File: src/rtl/writeback_stage.sv
// writeback_stage: final pipeline stage feeding the register-file write port.
// Selects the writeback value, sign/zero-extends load data, and stalls the
// upstream pipeline while a load response is outstanding.
// Optional feature macro: WB_LOAD_TIMEOUT_EN (drops a load after TIMEOUT
// wait cycles and pulses load_err).
module writeback_stage #(
    parameter int TIMEOUT = 64
) (
    input  logic        clock,
    input  logic        reset,
    input  logic        in_valid,
    input  logic        in_regWrite,
    input  logic [4:0]  in_rd,
    input  logic [1:0]  in_resultSrc,
    input  logic [31:0] in_aluResult,
    input  logic [31:0] in_pcPlus4,
    input  logic [31:0] in_imm,
    input  logic [2:0]  in_funct3,
    input  logic        dmem_rvalid,
    input  logic [31:0] dmem_rdata,
    output logic        stall,
    output logic        writeEn,
    output logic [4:0]  address_wr,
    output logic [31:0] write_data,
    output logic        load_err
);

    localparam logic S_IDLE = 1'b0;
    localparam logic S_WAIT = 1'b1;

    logic        r_state;
    logic        r_ld_regWrite;
    logic [4:0]  r_ld_rd;
    logic [2:0]  r_ld_funct3;
    logic [1:0]  r_ld_off;
    logic        r_writeEn;
    logic [4:0]  r_address_wr;
    logic [31:0] r_write_data;

    logic [31:0] w_nonload_data;
    logic [31:0] w_load_data;
    logic [7:0]  w_byte;
    logic [15:0] w_half;
    logic        w_timeout;

    assign stall      = (r_state == S_WAIT);
    assign writeEn    = r_writeEn;
    assign address_wr = r_address_wr;
    assign write_data = r_write_data;

    // Writeback source mux for non-load instructions (01 never reaches here).
    always_comb begin
        w_nonload_data = in_aluResult;
        case (in_resultSrc)
            2'b10:   w_nonload_data = in_pcPlus4;
            2'b11:   w_nonload_data = in_imm;
            default: w_nonload_data = in_aluResult;
        endcase
    end

    // Lane select and extension of the raw memory word using the captured offset.
    always_comb begin
        case (r_ld_off)
            2'd0:    w_byte = dmem_rdata[7:0];
            2'd1:    w_byte = dmem_rdata[15:8];
            2'd2:    w_byte = dmem_rdata[23:16];
            default: w_byte = dmem_rdata[31:24];
        endcase
        w_half = r_ld_off[1] ? dmem_rdata[31:16] : dmem_rdata[15:0];
        case (r_ld_funct3)
            3'b000:  w_load_data = {{24{w_byte[7]}}, w_byte};
            3'b001:  w_load_data = {{16{w_half[15]}}, w_half};
            3'b100:  w_load_data = {24'd0, w_byte};
            3'b101:  w_load_data = {16'd0, w_half};
            default: w_load_data = dmem_rdata;
        endcase
    end

`ifdef WB_LOAD_TIMEOUT_EN
    logic [7:0] r_cnt;
    logic       r_load_err;

    assign w_timeout = (r_state == S_WAIT) && !dmem_rvalid && (r_cnt == 8'(TIMEOUT - 1));
    assign load_err  = r_load_err;

    // Wait-cycle counter (held at 0 outside WAIT) and one-cycle error pulse.
    always_ff @(posedge clock or negedge reset) begin
        if (!reset) begin
            r_cnt      <= 8'd0;
            r_load_err <= 1'b0;
        end else begin
            r_load_err <= w_timeout;
            if (r_state == S_IDLE)
                r_cnt <= 8'd0;
            else if (!dmem_rvalid)
                r_cnt <= r_cnt + 8'd1;
        end
    end
`else
    logic w_unused_timeout;

    assign w_unused_timeout = ^TIMEOUT;
    assign w_timeout        = 1'b0;
    assign load_err         = 1'b0;
`endif

    // Stage state, captured load context and registered write-port outputs.
    always_ff @(posedge clock or negedge reset) begin
        if (!reset) begin
            r_state       <= S_IDLE;
            r_ld_regWrite <= 1'b0;
            r_ld_rd       <= 5'd0;
            r_ld_funct3   <= 3'd0;
            r_ld_off      <= 2'd0;
            r_writeEn     <= 1'b0;
            r_address_wr  <= 5'd0;
            r_write_data  <= 32'd0;
        end else begin
            case (r_state)
                S_IDLE: begin
                    if (in_valid) begin
                        if (in_resultSrc == 2'b01) begin
                            r_ld_regWrite <= in_regWrite;
                            r_ld_rd       <= in_rd;
                            r_ld_funct3   <= in_funct3;
                            r_ld_off      <= in_aluResult[1:0];
                            r_writeEn     <= 1'b0;
                            r_state       <= S_WAIT;
                        end else begin
                            r_writeEn    <= in_regWrite && (in_rd != 5'd0);
                            r_address_wr <= in_rd;
                            r_write_data <= w_nonload_data;
                        end
                    end else begin
                        r_writeEn <= 1'b0;
                    end
                end
                default: begin
                    if (dmem_rvalid) begin
                        r_writeEn    <= r_ld_regWrite && (r_ld_rd != 5'd0);
                        r_address_wr <= r_ld_rd;
                        r_write_data <= w_load_data;
                        r_state      <= S_IDLE;
                    end else begin
                        r_writeEn <= 1'b0;
                        if (w_timeout)
                            r_state <= S_IDLE;
                    end
                end
            endcase
        end
    end

endmodule

File: config.mk
export PLATFORM = sky130hd
export DESIGN_NAME = writeback_stage
export DESIGN_NICKNAME = d
export VERILOG_FILES = /design/src/rtl/writeback_stage.sv
export SDC_FILE = /design/constraint.sdc
export NUM_CORES = 1
export LEC_CHECK = 0
export CAP_MARGIN = 20
export CORE_MARGIN = 2
export CORE_UTILIZATION = 44
export DETAILED_ROUTE_END_ITERATION = 8
export PLACE_DENSITY = 0.95
export SYNTH_ARGS = -nofsm -noshare
export SYNTH_HDL_FRONTEND = slang
export SYNTH_SLANG_ARGS = --single-unit
export TNS_END_PERCENT = 50
File: constraint.sdc
create_clock -name clock -period 2.91 [get_ports clock]
set_clock_uncertainty 0.15 [all_clocks]
set_input_delay 0.582 -clock clock [delete_from_list [all_inputs] [get_ports clock]]
set_output_delay 0.582 -clock clock [all_outputs]
set_load 0.01 [all_outputs]
==> impl_results.md, run 1 <==
- Status: finished clean
- Routability cong.: 0.983
- Layout area overhead: 55.2%
- FF/Latch Area: roughly 1300 sq um
- Gr usage total: between 20 and 30%
- Syn avg cell area: 9.27 sq um
- CP Cell Sequence: clkdlybuf4s50_1
- Crit-path max cell delay: 0.78 ns
- CP Depth: 1
- Worst Hold Class: in2async
- End-of-flow core utilization: 70.6%
- DR DRC count: 0
- Root Buffer Master: clkbuf_8
- Post-synthesis cell type count: between 40 and 50
- Final ANT Viol Nets: 0
- Reg2reg end: write_data[25]
- IR drop worst, VDD: 377 uV
- Dpl cells: 638
- Cell row count: 32
- Combined area of the multi-input logic cells: 2060 sq um
- Final Cycle Share: 85.7%
- First-pass GRT wire length: 19.3 mm
- Flops & latches, synth: 50
- CTS Buf Count: 5
- Post-cts sizing count: 0
- Slew HR: 50.8%
- Crit path DAT: 1.76 ns
- NumNets Final: about 700
- Initial DRC count: ~320
- # IOs: 183
- Setup Crit Path Kind: reg2out
- Hpwl dp: a little under 10 mm
- Prevailing post-synth register cell: dfrtp_1
- Number of enable flip-flop cells after synthesis: 0
- Slowest-stage cell, CP: dfrtp_1
- Number of synthesis warnings: 0
- Clk pin slew, worst setup/hold paths: 0.10 ns
- Buffers & Inverters on Critical Path: 1
- Die area: 8720 sq um
- Clk_lat worst skew: roughly 0.32 ns
- Hold Buf Count CTS: 0
- DR pass1 iterations: 5
- Detailed Route WL: 12.7 mm
- Final hold violations: 0
- Crit-path max FO: 16
- Mapped Cells: ~380
- R2r startpoint: stall
- Routed length per instance: 19.7 microns
- RSZ-0062 raised after global routing: false
- Worst path required time: 2.18 ns
- Fmax: 0.401 GHz
- Cell area after synthesis: 3510 sq um
- Clk buf depth: 2
- Critical path launch point type: flop
- I/O Buffers: 181
- DR vias: ~4000
- Post-CTS Setup Bufs: 0
- Largest net degree at the start of global routing: 36
- Initial antenna violation count: 0
- Reg2reg path depth: 5
- GRT overflow: 0
- N_diodes: 0
- Share of layout cells above drive strength 1: 9.56%
- Asr flop ratio synth: 100%
- CP endpoint: stall
- Total negative slack: 0 ns
- Initial core utilization: 45.5%
- Core area: 7730 sq um
- Critical Path End Type: output pin
- Final Slew Violations: 0
- CTS Sinks: 50
- H-tree depth: 2
- CTS tree: built
- Post-Layout Cell Count: 646
- Number of global-route vias before repair: 3801
- Critical path origin: stall
- Post-layout minimum cycle time: 2.49 ns
- LEAKAGE: ~2.1 nW
- Die width: 93.4 microns
- Filler instances: between 500 and 600
- Final setup viols: 0
- Via density: 6.01
- Mapped Nets: approximately 520
- Number of max-cap violations: 0
- PD cells: between 500 and 600 nW/um^2
- Die span in y: around 93 microns
- R2r setup slk: ~0.5 ns
- Family with the most delay on the worst path: flip-flops
- Tightest Pin Transition: 0.737 ns
- Register area share after synthesis: a little over a third
==> sequential cells by signal (all words and copies together), names as in the netlist <==
signal	cells
writeEn	1
stall	1
r_ld_funct3	3
r_ld_off	2
address_wr	5
r_ld_regWrite	1
write_data	32
r_ld_rd	5
==> stage by stage <==
stage	setup WS (ns)	power (mW)	hold slack, ns	area (sq um)
after floorplan	1.02	1.62	0.136	3510
after global placement	0.467	2.20	0.325	5340
after detailed placement	0.388	2.26	0.334	5340
after CTS	0.450	2.75	0.117	5450
after global routing	0.364	2.89	0.137	5450
final	0.415	2.75	0.106	5450
==> worst reg2reg max path, cell delays in order (launching register included) <==
cell	delay, ns
dfrtp_1	0.78
nand2_1	0.52
o21ai_4	0.27
buf_12	0.25
o22ai_1	0.13
a211oi_2	0.22
==> cell usage in the layout (no fill, tap or decap), types with 2 or more instances in the layout <==
master | synthesis | final
a211oi_1 | 10 | 10
a21o_1 | 7 | 7
or4_1 | 2 | 2
clkdlybuf4s50_1 | 0 | 179
clkinv_2 | 0 | 2
nor2b_1 | 2 | 2
nand2b_1 | 7 | 7
dfrtp_1 | 50 | 50
inv_1 | 3 | 3
o211ai_1 | 2 | 2
a222oi_1 | 7 | 7
a211oi_2 | 10 | 10
mux2i_1 | 45 | 45
mux2_2 | 12 | 12
buf_2 | 14 | 2
o21ai_0 | 29 | 29
nand2_1 | 50 | 50
nor2_1 | 23 | 23
and2_1 | 2 | 2
a221oi_1 | 10 | 10
clkbuf_8 | 0 | 5
a32oi_1 | 16 | 16
buf_4 | 5 | 9
o21ai_1 | 11 | 11
or2_1 | 2 | 2
o22ai_1 | 19 | 19
a21oi_1 | 9 | 9
==> worst min-delay path by stage <==
stage                             start              to  cells past startpoint
final                             reset  write_data[19]                      1
after CTS                         reset  write_data[20]                      1
after floorplan                   reset   address_wr[0]                      0
after global routing              reset  write_data[19]                      1
after detailed placement  address_wr[3]   address_wr[3]                      2
after global placement    address_wr[1]   address_wr[1]                      2
==> final cells by class <==
type                            instances  area share [%]
Sequential cell                        50            22.9
Multi-Input combinational cell        292            37.9
Tap cell                              102            2.34
Inverter                                3           0.207
Clock inverter                          3           0.734
Clock buffer                            5            1.26
Timing Repair Buffer                  191            34.6
==> kinds of logic after synthesis <==
logic type | count (synthesis) | synth area share, %
compound gates | 137 | 28.8
simple gates | 97 | 13.0
other cells | 1 | 0.107
mux | 57 | 16.7
flops | 50 | 35.6
buf+inv | 37 | 5.84
==> per-layer routing <==
| metal | wire length (microns) | vias to the layer above | part of all wire [%] | GRT usage (%) |
|---|---|---|---|---|
| met2 | 6440 | 234 | 51 | 48.6 |
| met4 | 371 | 0 | 2.9 | 11.3 |
| met3 | 1240 | 32 | 9.7 | 7.33 |
| li1 | - | 1772 | - | - |
| met1 | 4690 | 1847 | 37 | 34.0 |
| met5 | 0 | - | 0 | 0 |
==> synth_stat cells (all sizes together) (2+ instances only) <==
library cell / instances / area [sq um]
buf: 23 / 153
a222oi: 7 / 70.1
o22ai: 19 / 119
and2: 2 / 12.5
a21oi: 9 / 45.0
mux2i: 45 / 450
a32oi: 16 / 140
a21o: 7 / 52.6
o211ai: 2 / 15.0
clkbuf: 11 / 41.3
dfrtp: 50 / 1250
or2: 3 / 18.8
nand2: 51 / 194
o21ai: 41 / 209
nand2b: 7 / 43.8
a211oi: 20 / 200
nor2: 24 / 92.6
a221oi: 10 / 87.6
inv: 3 / 11.3
mux2: 12 / 135
or3b: 2 / 20.0
or4: 2 / 15.0
nor2b: 2 / 12.5
==> where the power goes <==
group | total [mW] | internal [mW] | switching [mW]
sequential | 1.02 | 0.862 | 0.153
clock | 0.490 | 0.253 | 0.236
combinational | 1.25 | 0.687 | 0.560
total | 2.75 | 1.80 | 0.949
No activity file was read; power rests on OpenSTA's default activity.
==> run 2, diff against run 1 <==
--- a/config.mk
+++ b/config.mk
@@ -7,9 +7,9 @@
 export LEC_CHECK = 0
 export CAP_MARGIN = 20
 export CORE_MARGIN = 2
-export CORE_UTILIZATION = 44
+export CORE_UTILIZATION = 40
 export DETAILED_ROUTE_END_ITERATION = 8
-export PLACE_DENSITY = 0.95
+export PLACE_DENSITY = 0.89
 export SYNTH_ARGS = -nofsm -noshare
 export SYNTH_HDL_FRONTEND = slang
 export SYNTH_SLANG_ARGS = --single-unit
==> constraint.sdc (replaced) <==
create_clock -name clock -period 2.6 [get_ports clock]
set_clock_uncertainty 0.15 [all_clocks]
set_input_delay 0.52 -clock clock [delete_from_list [all_inputs] [get_ports clock]]
set_output_delay 0.52 -clock clock [all_outputs]
set_load 0.01 [all_outputs]
==> run 2 against run 1 <==
Against the previous run: first-iteration DRC count decreased by 6.6%; final cell count increased by 1.9%; die area increased by 9.6%; critical path depth unchanged; sequential power increased by 12%; via count decreased by 0.77%; register-to-register slack got worse by 0.19 ns; hold slack improved by 0.0072 ns; global-route usage decreased by 3.1 points; sequential share of layout area decreased by 0.21 points; utilization decreased by 6.8 points; worst setup slack got worse by 0.18 ns; largest cell class unchanged.
==> impl_results.md, run 2 (synthesized netlist as in run 1, its figures left out) <==
- Worst path required time: 1.93 ns (-0.25 ns)
- Buffers & Inverters on Critical Path: 1 (unchanged)
- Crit path DAT: 1.70 ns (-0.06 ns)
- Setup Crit Path Kind: reg2out
- Via density: 5.86 (-2.6%)
- # IOs: 183 (unchanged)
- Crit-path max cell delay: 0.74 ns (-0.04 ns)
- NumNets Final: 692 (+0.87%)
- Largest register FFs: 32 (unchanged)
- Root Buffer Master: clkbuf_8
- Die span in y: 97.7 microns (+4.7%)
- Routed length per instance: 19.2 microns (-2.5%)
- CP Depth: 1 (unchanged)
- Initial DRC count: 298 (-6.6%)
- H-tree depth: 2 (unchanged)
- Family with the most delay on the worst path: flip-flops
- Most common cell after layout, fill and taps aside: clkdlybuf4s50_1
- Largest net degree at the start of global routing: 41 (+14%)
- Die width: 97.7 microns (+4.7%)
- End-of-flow core utilization: 63.7% (-6.8 points)
- Number of max-cap violations: 0 (unchanged)
- Core area: 8640 sq um (+12%)
- CTS tree: built
- Hpwl dp: 9.89 mm (about the same)
- Post-layout minimum cycle time: 2.37 ns
- First-pass GRT wire length: 19.5 mm (+0.89%)
- Worst Hold Class: in2async
- Final hold violations: 0 (unchanged)
- Initial antenna violation count: 0 (unchanged)
- Final setup viols: 0 (unchanged)
- Cell row count: 34 (+6.3%)
- Initial core utilization: 40.7% (-4.8 points)
- Clk pin slew, worst setup/hold paths: 0.09 ns (about the same)
- Area of placed instances: 5400 sq um (+0.98%)
- Critical path launch point type: flop
- R2r startpoint: stall
- Fmax: 0.422 GHz
- Hold Buf Count CTS: 0 (unchanged)
- Final Instance Area: 5500 sq um (+0.92%)
- Final ANT Viol Nets: 0 (unchanged)
- Final Slew Violations: 0 (unchanged)
- Post-CTS Setup Bufs: 0 (unchanged)
- N_diodes: 0 (unchanged)
- CTS Sinks: 50 (unchanged)
- CTS Buf Count: 5 (unchanged)
- LEAKAGE: 2.16 nW (+1.1%)
- Reg2reg end: write_data[9]
- Layout area overhead: 56.6%
- Final Cycle Share: between 90% and 100%
- Tightest Pin Transition: 0.737 ns (+0.000400 ns)
- Detailed Route WL: 12.6 mm (-0.71%)
- Routability cong.: 0.883 (-10%)
- Filler instances: 689 (+22%)
- GRT overflow: 0 (unchanged)
- Share of layout cells above drive strength 1: 10.2% (+0.62 points)
- Reg2reg path depth: 4 (-1)
- Worst Hold Slack: 0.114 ns (+0.00716 ns)
- Total power draw: 3.08 mW (+12%)
- Gr usage total: 25.3% (-3.1 points)
- Clk buf depth: 2 (unchanged)
- DR vias: 3855 (-0.77%)
- IR drop worst, VDD: 427 uV (+13%)
- Status: finished clean
- Clk_lat worst skew: 0.30 ns (-0.02 ns)
- I/O Buffers: 181 (unchanged)
- CP Cell Sequence: clkdlybuf4s50_1
- Die area: 9550 sq um (+9.6%)
- PD cells: 560 nW/um^2 (+11%)
- R2r setup slk: 0.31 ns (-0.19 ns)
- Most frequent cells in the layout: clkdlybuf4s50_1 (179), nand2_1 (50), dfrtp_1 (50)
- Crit-path max FO: 16 (unchanged)
- DR pass1 iterations: 5 (unchanged)
- Slowest-stage cell, CP: dfrtp_1
- RSZ-0062 raised after global routing: false
- Number of global-route vias before repair: 3856 (+1.4%)
- Slew HR: 50.9% (about the same)
- Post-cts sizing count: 0 (unchanged)
- DR DRC count: 0 (unchanged)
- Total negative slack: 0 ns (unchanged)
- Critical Path End Type: output pin
## run 2: cell types whose count changed in the layout (fill, tap and decap cells not counted), sizes merged
cell / previous run / this run
buf: 12 / 18
clkbuf: 5 / 7
clkinv: 2 / 0
## run 2: layer usage
layer | GRT usage [%] | part of all wire, % | wire, microns | up-vias
li1 | - | - | - | 1788
met1 | 31.1 | 40 | 5040 | 1862
met3 | 7.12 | 8.2 | 1040 | 17
met2 | 44.2 | 51 | 6410 | 188
met5 | 0 | 0 | 0 | -
met4 | 5.88 | 1.2 | 157 | 0
## run 2: metrics by stage
stage	worst slack [ns]	instances
finish	0.231	658
global route	0.172	658
CTS	0.257	658
detailed placement	0.225	650
global placement	0.298	650
floorplan	0.772	379
## run 2: worst max path at each step
stage / startpoint / end / slack (ns)
global placement: in_resultSrc[1] / write_data[7] / 0.30
detailed placement: dmem_rvalid / write_data[16] / 0.23
CTS: stall / stall / 0.26
finish: stall / stall / 0.23
global route: stall / write_data[13] / 0.17
floorplan: in_resultSrc[0] / r_ld_funct3[2] / 0.77
## run 2: final cells by class
cell class	count	area (sq um)	share of cell area, %
Clock inverter	1	30.0	0.546
Multi-Input combinational cell	292	2060	37.5
Sequential cell	50	1250	22.7
Inverter	3	11.3	0.205
Timing Repair Buffer	197	1930	35.2
Clock buffer	7	76.3	1.39
Tap cell	108	135	2.46
## run 2: worst register-to-register path: cells and delay by family, from the launching register on
kind / cells / cell delay, ns
compound gates: 1 / 0.14
flops: 1 / 0.74
simple gates: 3 / 1.21
## run 2: report_power, final
group,leakage (nW),internal (mW),switching (mW)
clock network,0.0524,0.288,0.257
logic,1.53,0.776,0.616
registers,0.581,0.966,0.177
